$ cat src/rtl/arb_pkg.sv
// Shared types and helpers for the 4-requester round-robin arbiter.
// Latency: n/a (package only).
// Backpressure: n/a (package only).
package arb_pkg;

   localparam int N_REQ = 4;
   localparam int IDX_W = 2;

   typedef enum logic {IDLE, GRANT} arb_state_t;

   // One-hot winner: first set bit scanning ptr, ptr+1, ... with 2-bit wrap.
   function automatic logic [N_REQ-1:0] rr_pick(input logic [N_REQ-1:0] req,
                                                input logic [IDX_W-1:0] ptr);
      logic [N_REQ-1:0] win;
      logic             found;
      logic [IDX_W-1:0] pos;
      win   = '0;
      found = 1'b0;
      for (int k = 0; k < N_REQ; k++) begin
         pos = ptr + IDX_W'(k);
         if (!found && req[pos]) begin
            win[pos] = 1'b1;
            found    = 1'b1;
         end
      end
      return win;
   endfunction

   // Binary index of a one-hot vector (only ever fed a single set bit).
   function automatic logic [IDX_W-1:0] oh_to_idx(input logic [N_REQ-1:0] oh);
      logic [IDX_W-1:0] idx;
      idx = '0;
      for (int k = 0; k < N_REQ; k++) begin
         if (oh[k]) idx = IDX_W'(k);
      end
      return idx;
   endfunction

endpackage

$ cat src/rtl/rr_arbiter_4req_enc.sv
// One-hot to binary encoder for the arbiter grant vector.
// Latency: combinational, zero cycles.
// Backpressure: none; invalid (zero or multi-hot) input encodes to 2'b00.
module onehot_enc4
   import arb_pkg::*;
(
   input  logic [N_REQ-1:0] onehot,
   output logic [IDX_W-1:0] idx
);

   // Only legal one-hot codes map to a non-zero index.
   always_comb begin
      idx = '0;
      case (onehot)
         4'b0001: idx = 2'd0;
         4'b0010: idx = 2'd1;
         4'b0100: idx = 2'd2;
         4'b1000: idx = 2'd3;
         default: idx = 2'd0;
      endcase
   end

endmodule

$ cat src/rtl/rr_arbiter_4req.sv
// 4-requester round-robin arbiter with grant hold; optional tenure watchdog (ARB_WATCHDOG_EN).
// Latency: grant registered, visible the cycle after req is sampled; owner switch has no bubble.
// Backpressure: owner holds grant while its req stays high; others wait (or preempt via watchdog).
module rr_arbiter_4req
   import arb_pkg::*;
#(
   parameter  int MAX_HOLD = 16,
   localparam int HOLD_W   = $clog2(MAX_HOLD)
)(
   input  logic             clk,
   input  logic             rst_n,
   input  logic [N_REQ-1:0] req,
   output logic [N_REQ-1:0] gnt,
   output logic [IDX_W-1:0] gnt_idx,
   output logic             gnt_valid,
   output logic             preempt
);

   arb_state_t       state, state_n;
   logic [N_REQ-1:0] gnt_n;
   logic [IDX_W-1:0] ptr, ptr_n;
   logic [N_REQ-1:0] masked;
   logic [N_REQ-1:0] pick_all;
   logic [N_REQ-1:0] pick_msk;
   logic             owner_req;
   logic             revoke;

   // The owner is excluded from re-arbitration so a release always hands over.
   assign masked    = req & ~gnt;
   assign owner_req = |(req & gnt);
   assign pick_all  = rr_pick(req, ptr);
   assign pick_msk  = rr_pick(masked, ptr);

   // Next-state, next-grant and pointer decision.
   always_comb begin
      state_n = state;
      gnt_n   = gnt;
      ptr_n   = ptr;
      case (state)
         IDLE: begin
            if (|req) begin
               state_n = GRANT;
               gnt_n   = pick_all;
               ptr_n   = oh_to_idx(pick_all) + 2'd1;
            end
         end
         GRANT: begin
            if (owner_req && !revoke) begin
               gnt_n = gnt;
            end else if (|masked) begin
               gnt_n = pick_msk;
               ptr_n = oh_to_idx(pick_msk) + 2'd1;
            end else begin
               state_n = IDLE;
               gnt_n   = '0;
            end
         end
         default: begin
            state_n = IDLE;
            gnt_n   = '0;
         end
      endcase
   end

   // State, grant and priority pointer registers; reset drops the grant at once.
   always_ff @(posedge clk or negedge rst_n) begin
      if (!rst_n) begin
         state <= IDLE;
         gnt   <= '0;
         ptr   <= '0;
      end else begin
         state <= state_n;
         gnt   <= gnt_n;
         ptr   <= ptr_n;
      end
   end

`ifdef ARB_WATCHDOG_EN
   localparam logic [HOLD_W-1:0] HOLD_LAST = HOLD_W'(MAX_HOLD - 1);

   logic [HOLD_W-1:0] hold_cnt;
   logic              preempt_q;

   // Revoke only when someone else is waiting; otherwise the owner keeps it.
   assign revoke = (hold_cnt == HOLD_LAST) && (|masked);

   // Tenure counter: clears on each new grant, saturates at the limit.
   always_ff @(posedge clk or negedge rst_n) begin
      if (!rst_n) begin
         hold_cnt <= '0;
      end else if ((gnt_n != gnt) && (|gnt_n)) begin
         hold_cnt <= '0;
      end else if ((state == GRANT) && (hold_cnt != HOLD_LAST)) begin
         hold_cnt <= hold_cnt + 1'b1;
      end
   end

   // One-cycle pulse aligned with the grant that replaced a revoked owner.
   always_ff @(posedge clk or negedge rst_n) begin
      if (!rst_n) begin
         preempt_q <= 1'b0;
      end else begin
         preempt_q <= (state == GRANT) && owner_req && revoke;
      end
   end

   assign preempt = preempt_q;
`else
   assign revoke  = 1'b0;
   assign preempt = 1'b0;
`endif

   onehot_enc4 u_enc (
      .onehot (gnt),
      .idx    (gnt_idx)
   );

   assign gnt_valid = |gnt;

   gnt_onehot_a: assert property (@(posedge clk) disable iff (!rst_n) $onehot0(gnt));

endmodule

$ cat config.mk
export PLATFORM = sky130hd
export DESIGN_NAME = rr_arbiter_4req
export DESIGN_NICKNAME = d
export VERILOG_FILES = /design/src/rtl/arb_pkg.sv /design/src/rtl/rr_arbiter_4req_enc.sv /design/src/rtl/rr_arbiter_4req.sv
export SDC_FILE = /design/constraint.sdc
export NUM_CORES = 1
export LEC_CHECK = 0
export ABC_AREA = 1
export ABC_CLOCK_PERIOD_IN_PS = 2200
export CORE_AREA = 2 2 52 58
export CTS_CLUSTER_SIZE = 12
export DETAILED_ROUTE_END_ITERATION = 6
export DIE_AREA = 0 0 54 60
export PLACE_DENSITY = 0.61
export REMOVE_ABC_BUFFERS = 1
export SETUP_SLACK_MARGIN = 0.1
export SYNTH_ARGS = -nofsm -noshare
export SYNTH_HDL_FRONTEND = slang
export SYNTH_SLANG_ARGS = --single-unit
$ cat constraint.sdc
create_clock -name clk -period 2.2 [get_ports clk]
set_input_delay 0.22 -clock clk [delete_from_list [all_inputs] [get_ports clk]]
set_output_delay 0.22 -clock clk [all_outputs]
set_load 0.03 [all_outputs]
==> run_results.csv, run 1 <==
group,metric,value,unit
run_status,status,"complete, no violations",
synthesis,fraction_of_synthesized_area_in_multiplexers,0,
synthesis,synth.avg_cell_area,5.65,µm²
placement,preCtsSetupSlack,99.7,ps
synthesis,synth_enable_flop_cells,0,
synthesis,netlist.top_cell.by_area,"sky130_fd_sc_hd__nand2_1",
floorplan,dieArea,0.00324,mm²
floorplan,std_cell_rows,20,
timing,min_period_over_period,0.881,
placement,placement.cell_area,0.00133,mm²
hold_path,hold_path.class,"input pin to async pin",
cts,worst_skew_pair.late_latency,250,ps
timing,layout_setup_ws,262,ps
synthesis,synth_top_family_by_area,"simple AND/OR/NAND/NOR gates",
synthesis,seq_area_frac_synth,0.153,
placement,placer_s_final_routability_congestion_estimate,0.907,
floorplan,floorplan.die.width,54,µm
cts,numCtsBuffers,3,
worst_setup_path,critical_path.startpoint_type,"register",
worst_setup_path,end_kind,"output port",
worst_setup_path,ordered_cell_list_for_the_critical_path,"nor2_1 > nand3_1 > nand2_1 > clkdlybuf4s50_1",
layout,post-route-cell-area,0.00137,mm²
power,power.clock.fraction,0.047,
power,netSwitchingPower,1.43,mW
route,post_detailed_route_drc_marker_count,0,
timing,clock.fmax,516,MHz
cts,buffer_levels_on_the_longest_clock_path,2,
power,power.leakage,0.702,nW
worst_setup_path,timing_worst_setup_path_type,"register to output port",
layout,mostFrequentLayoutCells,"sky130_fd_sc_hd__nand2_1 (73), sky130_fd_sc_hd__nand3_1 (29), sky130_fd_sc_hd__inv_1 (17), sky130_fd_sc_hd__nor2_1 (14), sky130_fd_sc_hd__clkdlybuf4s50_1 (12)",
power,power.sequential.fraction,0.104,
power,cell_internal_pwr,0.953,mW
synthesis,synth_async_sr_flop_share,1.00,
layout,final_cells,255,
layout,drive_above_1_share,0.158,
route,wl,3390,µm
layout,design.final.nets,235,
timing,report.final.slew_viol_count,0,
cts,clock_tree_from_tritoncts,"yes",
worst_setup_path,timing.reg2reg.worst_path_depth,11,
worst_setup_path,worstReg2RegStart,"ptr[0]$_DFFE_PN0P_",
timing,grt_setup_unrepaired,"false",
synthesis,ys_dominant_reg_cell,"sky130_fd_sc_hd__dfrtp_1",
cts,post-cts-setup-buffer-count,0,
power,combinationalPowerShare,0.850,
worst_setup_path,timing.critical_path.fanout_max,5,
placement,hpwl,2700,µm
timing,worst_clock_skew,5.74,ps
worst_setup_path,critical_path.slowest_cell,"sky130_fd_sc_hd__clkdlybuf4s50_1",
route,detailroute.via_count,1368,
layout,ant_diodes,0,
global_routing,grt_pass1_wl,5480,µm
timing,total_negative_setup_slack,0,ps
power,power.ir.vdd_worst,924,µV
worst_setup_path,cp.arrival,1720,ps
layout,layout-area-overhead-vs-synth,19.9,%
layout,final_util,0.508,
floorplan,floorplan.initialDensity,0.424,
power,p_total,2.39,mW
route,detail_route.vias_per_cell,5.36,
route,drt-initial-drc-count,44,
power,power.share.switching,0.601,
route,route.antenna.remaining_nets,0,
synthesis,synth_cell_type_count,30,
floorplan,design.core.area,0.00270,mm²
worst_setup_path,worst-r2r-setup-slack,280,ps
cts,cts_htree_levels,1,
global_routing,antenna_found_initial,0,
synthesis,synth-seq-cells,7,
global_routing,grt_usage,0.227,
cts,cts.sink_count,7,
floorplan,die_h,60,µm
synthesis,synth.top_cell.area_share,0.242,
floorplan,ioPinCount,14,
worst_setup_path,critPathBufInv,1,
route,total_iterations_of_the_first_detailed_routing_run,7,
synthesis,complex_gate_fraction_of_the_synthesized_area,0.109,
worst_setup_path,crit_path_max_incr_delay,670,ps
power,p_per_area,1740,mW/mm²
synthesis,synth_top_cells_by_area,"sky130_fd_sc_hd__nand2_1 (24%), sky130_fd_sc_hd__dfrtp_1 (15%), sky130_fd_sc_hd__nand3_1 (13%)",
timing,finalSetupViolations,0,
synthesis,synthXorXnorAreaFrac,0,
cts,cts_root_buffer,"sky130_fd_sc_hd__clkbuf_4",
global_routing,number_of_global_route_vias_before_repair,1267,
layout,layout.cells.most_common,"sky130_fd_sc_hd__nand2_1",
placement,dp.cells,251,
layout,fillerInstances,302,
synthesis,syn_inst_count,203,
synthesis,synth_warnings,0,
cts,clk_pin_slew,50,ps
placement,numPortBuffers,12,
worst_setup_path,required,1980,ps
run,cap_viol_max_count,0,
global_routing,grt_max_degree,12,
synthesis,synth_area,0.00115,mm²
route,routedWlPerCell,13.3,µm
worst_setup_path,worst_reg2reg_path_endpoint,"ptr[1]$_DFFE_PN0P_",
timing,post_layout_minimum_cycle_time,1940,ps
synthesis,synth-simple-area-share,0.563,
synthesis,post_synth_fa_ha_maj_area_fraction,0.0655,
global_routing,global_route.overflow_total,0,
worst_setup_path,largest_delay_contributor_family_on_the_critical_path,"buffers and inverters",
timing,hold_ws,226,ps
timing,finalHoldViolCount,0,
state kept, by name, summed over array words and instances (netlist names):
| signal | flops |
|---|---|
| gnt | 4 |
| ptr | 2 |
| state | 1 |
final cells by class:
| cell class | count | area [µm²] | share of cell area |
|---|---|---|---|
| Clock buffer | 4 | 26.3 | 0.0191 |
| Inverter | 24 | 97.6 | 0.0710 |
| Multi-Input combinational cell | 169 | 867 | 0.631 |
| Tap cell | 33 | 41.3 | 0.0301 |
| Sequential cell | 7 | 176 | 0.128 |
| Timing Repair Buffer | 18 | 165 | 0.120 |
power groups by stage:
| stage | Combinational, mW | Clock (mW) | Sequential [mW] |
|---|---|---|---|
| global route | 2.24 | 0.124 | 0.255 |
| detailed placement | 1.94 | 0 | 0.247 |
| finish | 2.03 | 0.112 | 0.247 |
| CTS | 1.97 | 0.117 | 0.247 |
| global placement | 1.93 | 0 | 0.246 |
| floorplan | 1.33 | 0 | 0.318 |
logic make-up (layout without fill, tap and decap cells):
logic type,count (synthesis),in the layout
compound gates,22,22
fa+ha+maj,6,6
buf+inv,27,46
flops,7,7
other cells,1,1
simple gates,140,140
what timing repair did:
item / 4_1_cts / 5_1_grt
hold buffers: 0 / 0
endpoints found under the setup margin: 2 / 4
gates resized for setup: 1 / 4
Yosys cell counts, drive strengths merged, types with 2 or more instances:
| cell | count |
|---|---|
| a21oi | 4 |
| buf | 3 |
| clkinv | 2 |
| dfrtp | 7 |
| ha | 6 |
| inv | 22 |
| nand2 | 80 |
| nand3 | 33 |
| nand3b | 2 |
| nand4 | 3 |
| nor2 | 20 |
| o21ai | 13 |
| o22ai | 2 |
worst max-delay path by stage:
stage                        from            endpoint  slack (ps)  depth (start not counted)
2_1_floorplan  ptr[0]$_DFFE_PN0P_  ptr[0]$_DFFE_PN0P_         140                         14
3_3_place_gp   ptr[0]$_DFFE_PN0P_  ptr[0]$_DFFE_PN0P_         140                         13
3_5_place_dp               req[0]  ptr[1]$_DFFE_PN0P_         100                         16
4_1_cts        ptr[0]$_DFFE_PN0P_  ptr[0]$_DFFE_PN0P_         160                         14
5_1_grt        ptr[0]$_DFFE_PN0P_  ptr[1]$_DFFE_PN0P_         110                         15
6_report       gnt[0]$_DFFE_PN0P_          gnt_idx[1]         260                          4
routing by layer:
metal	vias up	global-route usage	wire length, µm
met3	2	0.0125	73
li1	693	-	-
met5	-	0	0
met4	0	0.0714	14
met1	640	0.291	1550
met2	33	0.402	1760
No activity file was read; power rests on OpenSTA's default activity.
==> run 2: changes to the inputs <==
--- a/config.mk
+++ b/config.mk
@@ -6,12 +6,14 @@
 export NUM_CORES = 1
 export LEC_CHECK = 0
 export ABC_AREA = 1
-export ABC_CLOCK_PERIOD_IN_PS = 2200
-export CORE_AREA = 2 2 52 58
+export ABC_CLOCK_PERIOD_IN_PS = 2500
+export CELL_PAD_IN_SITES_DETAIL_PLACEMENT = 1
+export CELL_PAD_IN_SITES_GLOBAL_PLACEMENT = 1
+export CORE_AREA = 2 2 55 62
 export CTS_CLUSTER_SIZE = 12
 export DETAILED_ROUTE_END_ITERATION = 6
-export DIE_AREA = 0 0 54 60
-export PLACE_DENSITY = 0.61
+export DIE_AREA = 0 0 57 64
+export PLACE_DENSITY = 0.76
 export REMOVE_ABC_BUFFERS = 1
 export SETUP_SLACK_MARGIN = 0.1
 export SYNTH_ARGS = -nofsm -noshare
==> constraint.sdc (replaced) <==
create_clock -name clk -period 2.5 [get_ports clk]
set_input_delay 0.25 -clock clk [delete_from_list [all_inputs] [get_ports clk]]
set_output_delay 0.25 -clock clk [all_outputs]
set_load 0.03 [all_outputs]
==> run_results.csv, run 2 (synthesis gave the netlist of run 1 again) <==
group,metric,value,unit
run_status,status,"complete, no violations",
layout,drive_above_1_share,0.128,
global_routing,grt_usage,0.226,
global_routing,global_route.overflow_total,0,
route,detail_route.vias_per_cell,5.42,
layout,largest_registers,"gnt x4, ptr x2, state x1",
run,cap_viol_max_count,0,
hold_path,hold_path.class,"input pin to async pin",
timing,worst_clock_skew,0.935,ps
layout,mostFrequentLayoutCells,"sky130_fd_sc_hd__nand2_1 (74), sky130_fd_sc_hd__nand3_1 (29), sky130_fd_sc_hd__inv_1 (17), sky130_fd_sc_hd__nor2_1 (15), sky130_fd_sc_hd__clkdlybuf4s50_1 (12)",
worst_setup_path,required,2640,ps
route,routedWlPerCell,15.3,µm
route,wl,3860,µm
worst_setup_path,cp.arrival,2310,ps
timing,report.final.slew_viol_count,0,
cts,worst_skew_pair.late_latency,250,ps
floorplan,ioPinCount,14,
cts,cts.sink_count,7,
route,post_detailed_route_drc_marker_count,0,
cts,post-cts-setup-buffer-count,0,
timing,finalSetupViolations,0,
cts,cts_root_buffer,"sky130_fd_sc_hd__clkbuf_4",
timing,finalHoldViolCount,0,
worst_setup_path,timing.critical_path.fanout_max,12,
cts,cts_htree_levels,1,
layout,final_cells,253,
floorplan,die_h,64,µm
worst_setup_path,critical_path.startpoint_type,"register",
power,p_per_area,1560,mW/mm²
worst_setup_path,end_kind,"register",
timing,hold_ws,265,ps
floorplan,floorplan.die.width,57,µm
cts,clk_pin_slew,50,ps
cts,numCtsBuffers,3,
placement,numPortBuffers,12,
power,power.leakage,0.689,nW
layout,ant_diodes,0,
placement,hpwl,3290,µm
cts,buffer_levels_on_the_longest_clock_path,2,
global_routing,number_of_global_route_vias_before_repair,1470,
power,power.ir.vdd_worst,704,µV
route,total_iterations_of_the_first_detailed_routing_run,4,
timing,post_layout_minimum_cycle_time,2170,ps
route,route.antenna.remaining_nets,0,
worst_setup_path,timing_worst_setup_path_type,"register to register",
floorplan,design.core.area,0.00300,mm²
layout,layout-area-overhead-vs-synth,16.4,%
global_routing,antenna_found_initial,0,
placement,dp.cells,249,
floorplan,dieArea,0.00365,mm²
floorplan,floorplan.initialDensity,0.383,
layout,final_util,0.445,
layout,flip_flop_count_of_the_largest_register_after_layout,4,
timing,grt_setup_unrepaired,"false",
layout,area_occupied_by_multi_input_gates,850,µm²
layout,fillerInstances,434,
layout,layout.cells.most_common,"sky130_fd_sc_hd__nand2_1",
timing,min_period_over_period,0.869,
global_routing,grt_pass1_wl,6640,µm
layout,regMostFlops,"gnt",
cts,cts_resized,0,
timing,total_negative_setup_slack,0,ps
timing,clock.fmax,460,MHz
route,drt-initial-drc-count,34,
cts,post_cts_hold_buffer_count,0,
placement,placer_s_final_routability_congestion_estimate,0.885,
global_routing,grt_max_degree,13,
cts,clock_tree_from_tritoncts,"yes",
layout,seqCellArea,175,µm²
layout,design.final.nets,232,
floorplan,std_cell_rows,21,
route,detailroute.via_count,1372,
-- run 2: cell count changes in the layout (fill, tap and decap cells not counted) --
cell,delta
sky130_fd_sc_hd__buf_4,-3
sky130_fd_sc_hd__nor2_2,-1
sky130_fd_sc_hd__nor2_1,+1
sky130_fd_sc_hd__nand2_1,+1
sky130_fd_sc_hd__ha_1,+1
sky130_fd_sc_hd__dfrtp_1,+1
sky130_fd_sc_hd__dfrtp_2,-1
sky130_fd_sc_hd__ha_4,-1
sky130_fd_sc_hd__nand2_2,-1
-- run 2: worst max-delay path: stages (launching register included) --
cell	delay, ps
sky130_fd_sc_hd__dfrtp_1	430
sky130_fd_sc_hd__inv_8	70
sky130_fd_sc_hd__ha_1	440
sky130_fd_sc_hd__inv_2	100
sky130_fd_sc_hd__nand3_1	100
sky130_fd_sc_hd__nand2_1	90
sky130_fd_sc_hd__nand2_2	100
sky130_fd_sc_hd__inv_2	50
sky130_fd_sc_hd__nand3_1	90
sky130_fd_sc_hd__nand3b_1	90
sky130_fd_sc_hd__nor2_1	170
sky130_fd_sc_hd__nand2_1	80
sky130_fd_sc_hd__nand2_1	80
sky130_fd_sc_hd__nand2_1	60
sky130_fd_sc_hd__nand2_1	60
sky130_fd_sc_hd__nand2_1	50
-- run 2: where the power goes --
part           total (mW)  switching [mW]  internal [mW]  leakage, nW
Clock               0.101          0.0398         0.0608       0.0150
Sequential          0.214          0.0535          0.161       0.0829
Combinational        1.76            1.19          0.574        0.591
-- run 2: area by class of cell --
class                      count  share of cell area
multi-input combinational    169               0.637
sequential                     7               0.131
timing repair buffer          15               0.107
inverter                      24              0.0732
tap                           34              0.0319
clock buffer                   4              0.0197
-- run 2: through the flow --
| step | worst slack, ps | power, mW | instance area (µm²) |
|---|---|---|---|
| floorplan | 444 | 1.45 | 1120 |
| global placement | 334 | 1.90 | 1310 |
| detailed placement | 246 | 1.97 | 1310 |
| CTS | 330 | 2.09 | 1330 |
| global route | 124 | 2.32 | 1330 |
| finish | 328 | 2.08 | 1330 |
-- run 2: path summary, 6_finish.rpt --
kind,startpoint,endpoint,slack (ps),depth (start not counted)
worst max register to register,ptr[0]$_DFFE_PN0P_,ptr[1]$_DFFE_PN0P_,330,15
max in group asynchronous,rst_n,gnt[2]$_DFFE_PN0P_,1990,1
worst min register to register,gnt[0]$_DFFE_PN0P_,gnt[0]$_DFFE_PN0P_,620,2
worst max-delay path,ptr[0]$_DFFE_PN0P_,ptr[1]$_DFFE_PN0P_,330,15
min in group clk,gnt[0]$_DFFE_PN0P_,gnt[0]$_DFFE_PN0P_,620,2
worst min-delay path,rst_n,gnt[1]$_DFFE_PN0P_,270,1
-- run 2: metal layers --
layer,share of wire,wire (µm),vias up,global-route usage
li1,-,-,684,-
met3,0.028,110,6,0.0202
met5,0,0,-,0
met2,0.53,2040,27,0.408
met4,0.016,60,0,0.0698
met1,0.43,1650,655,0.279
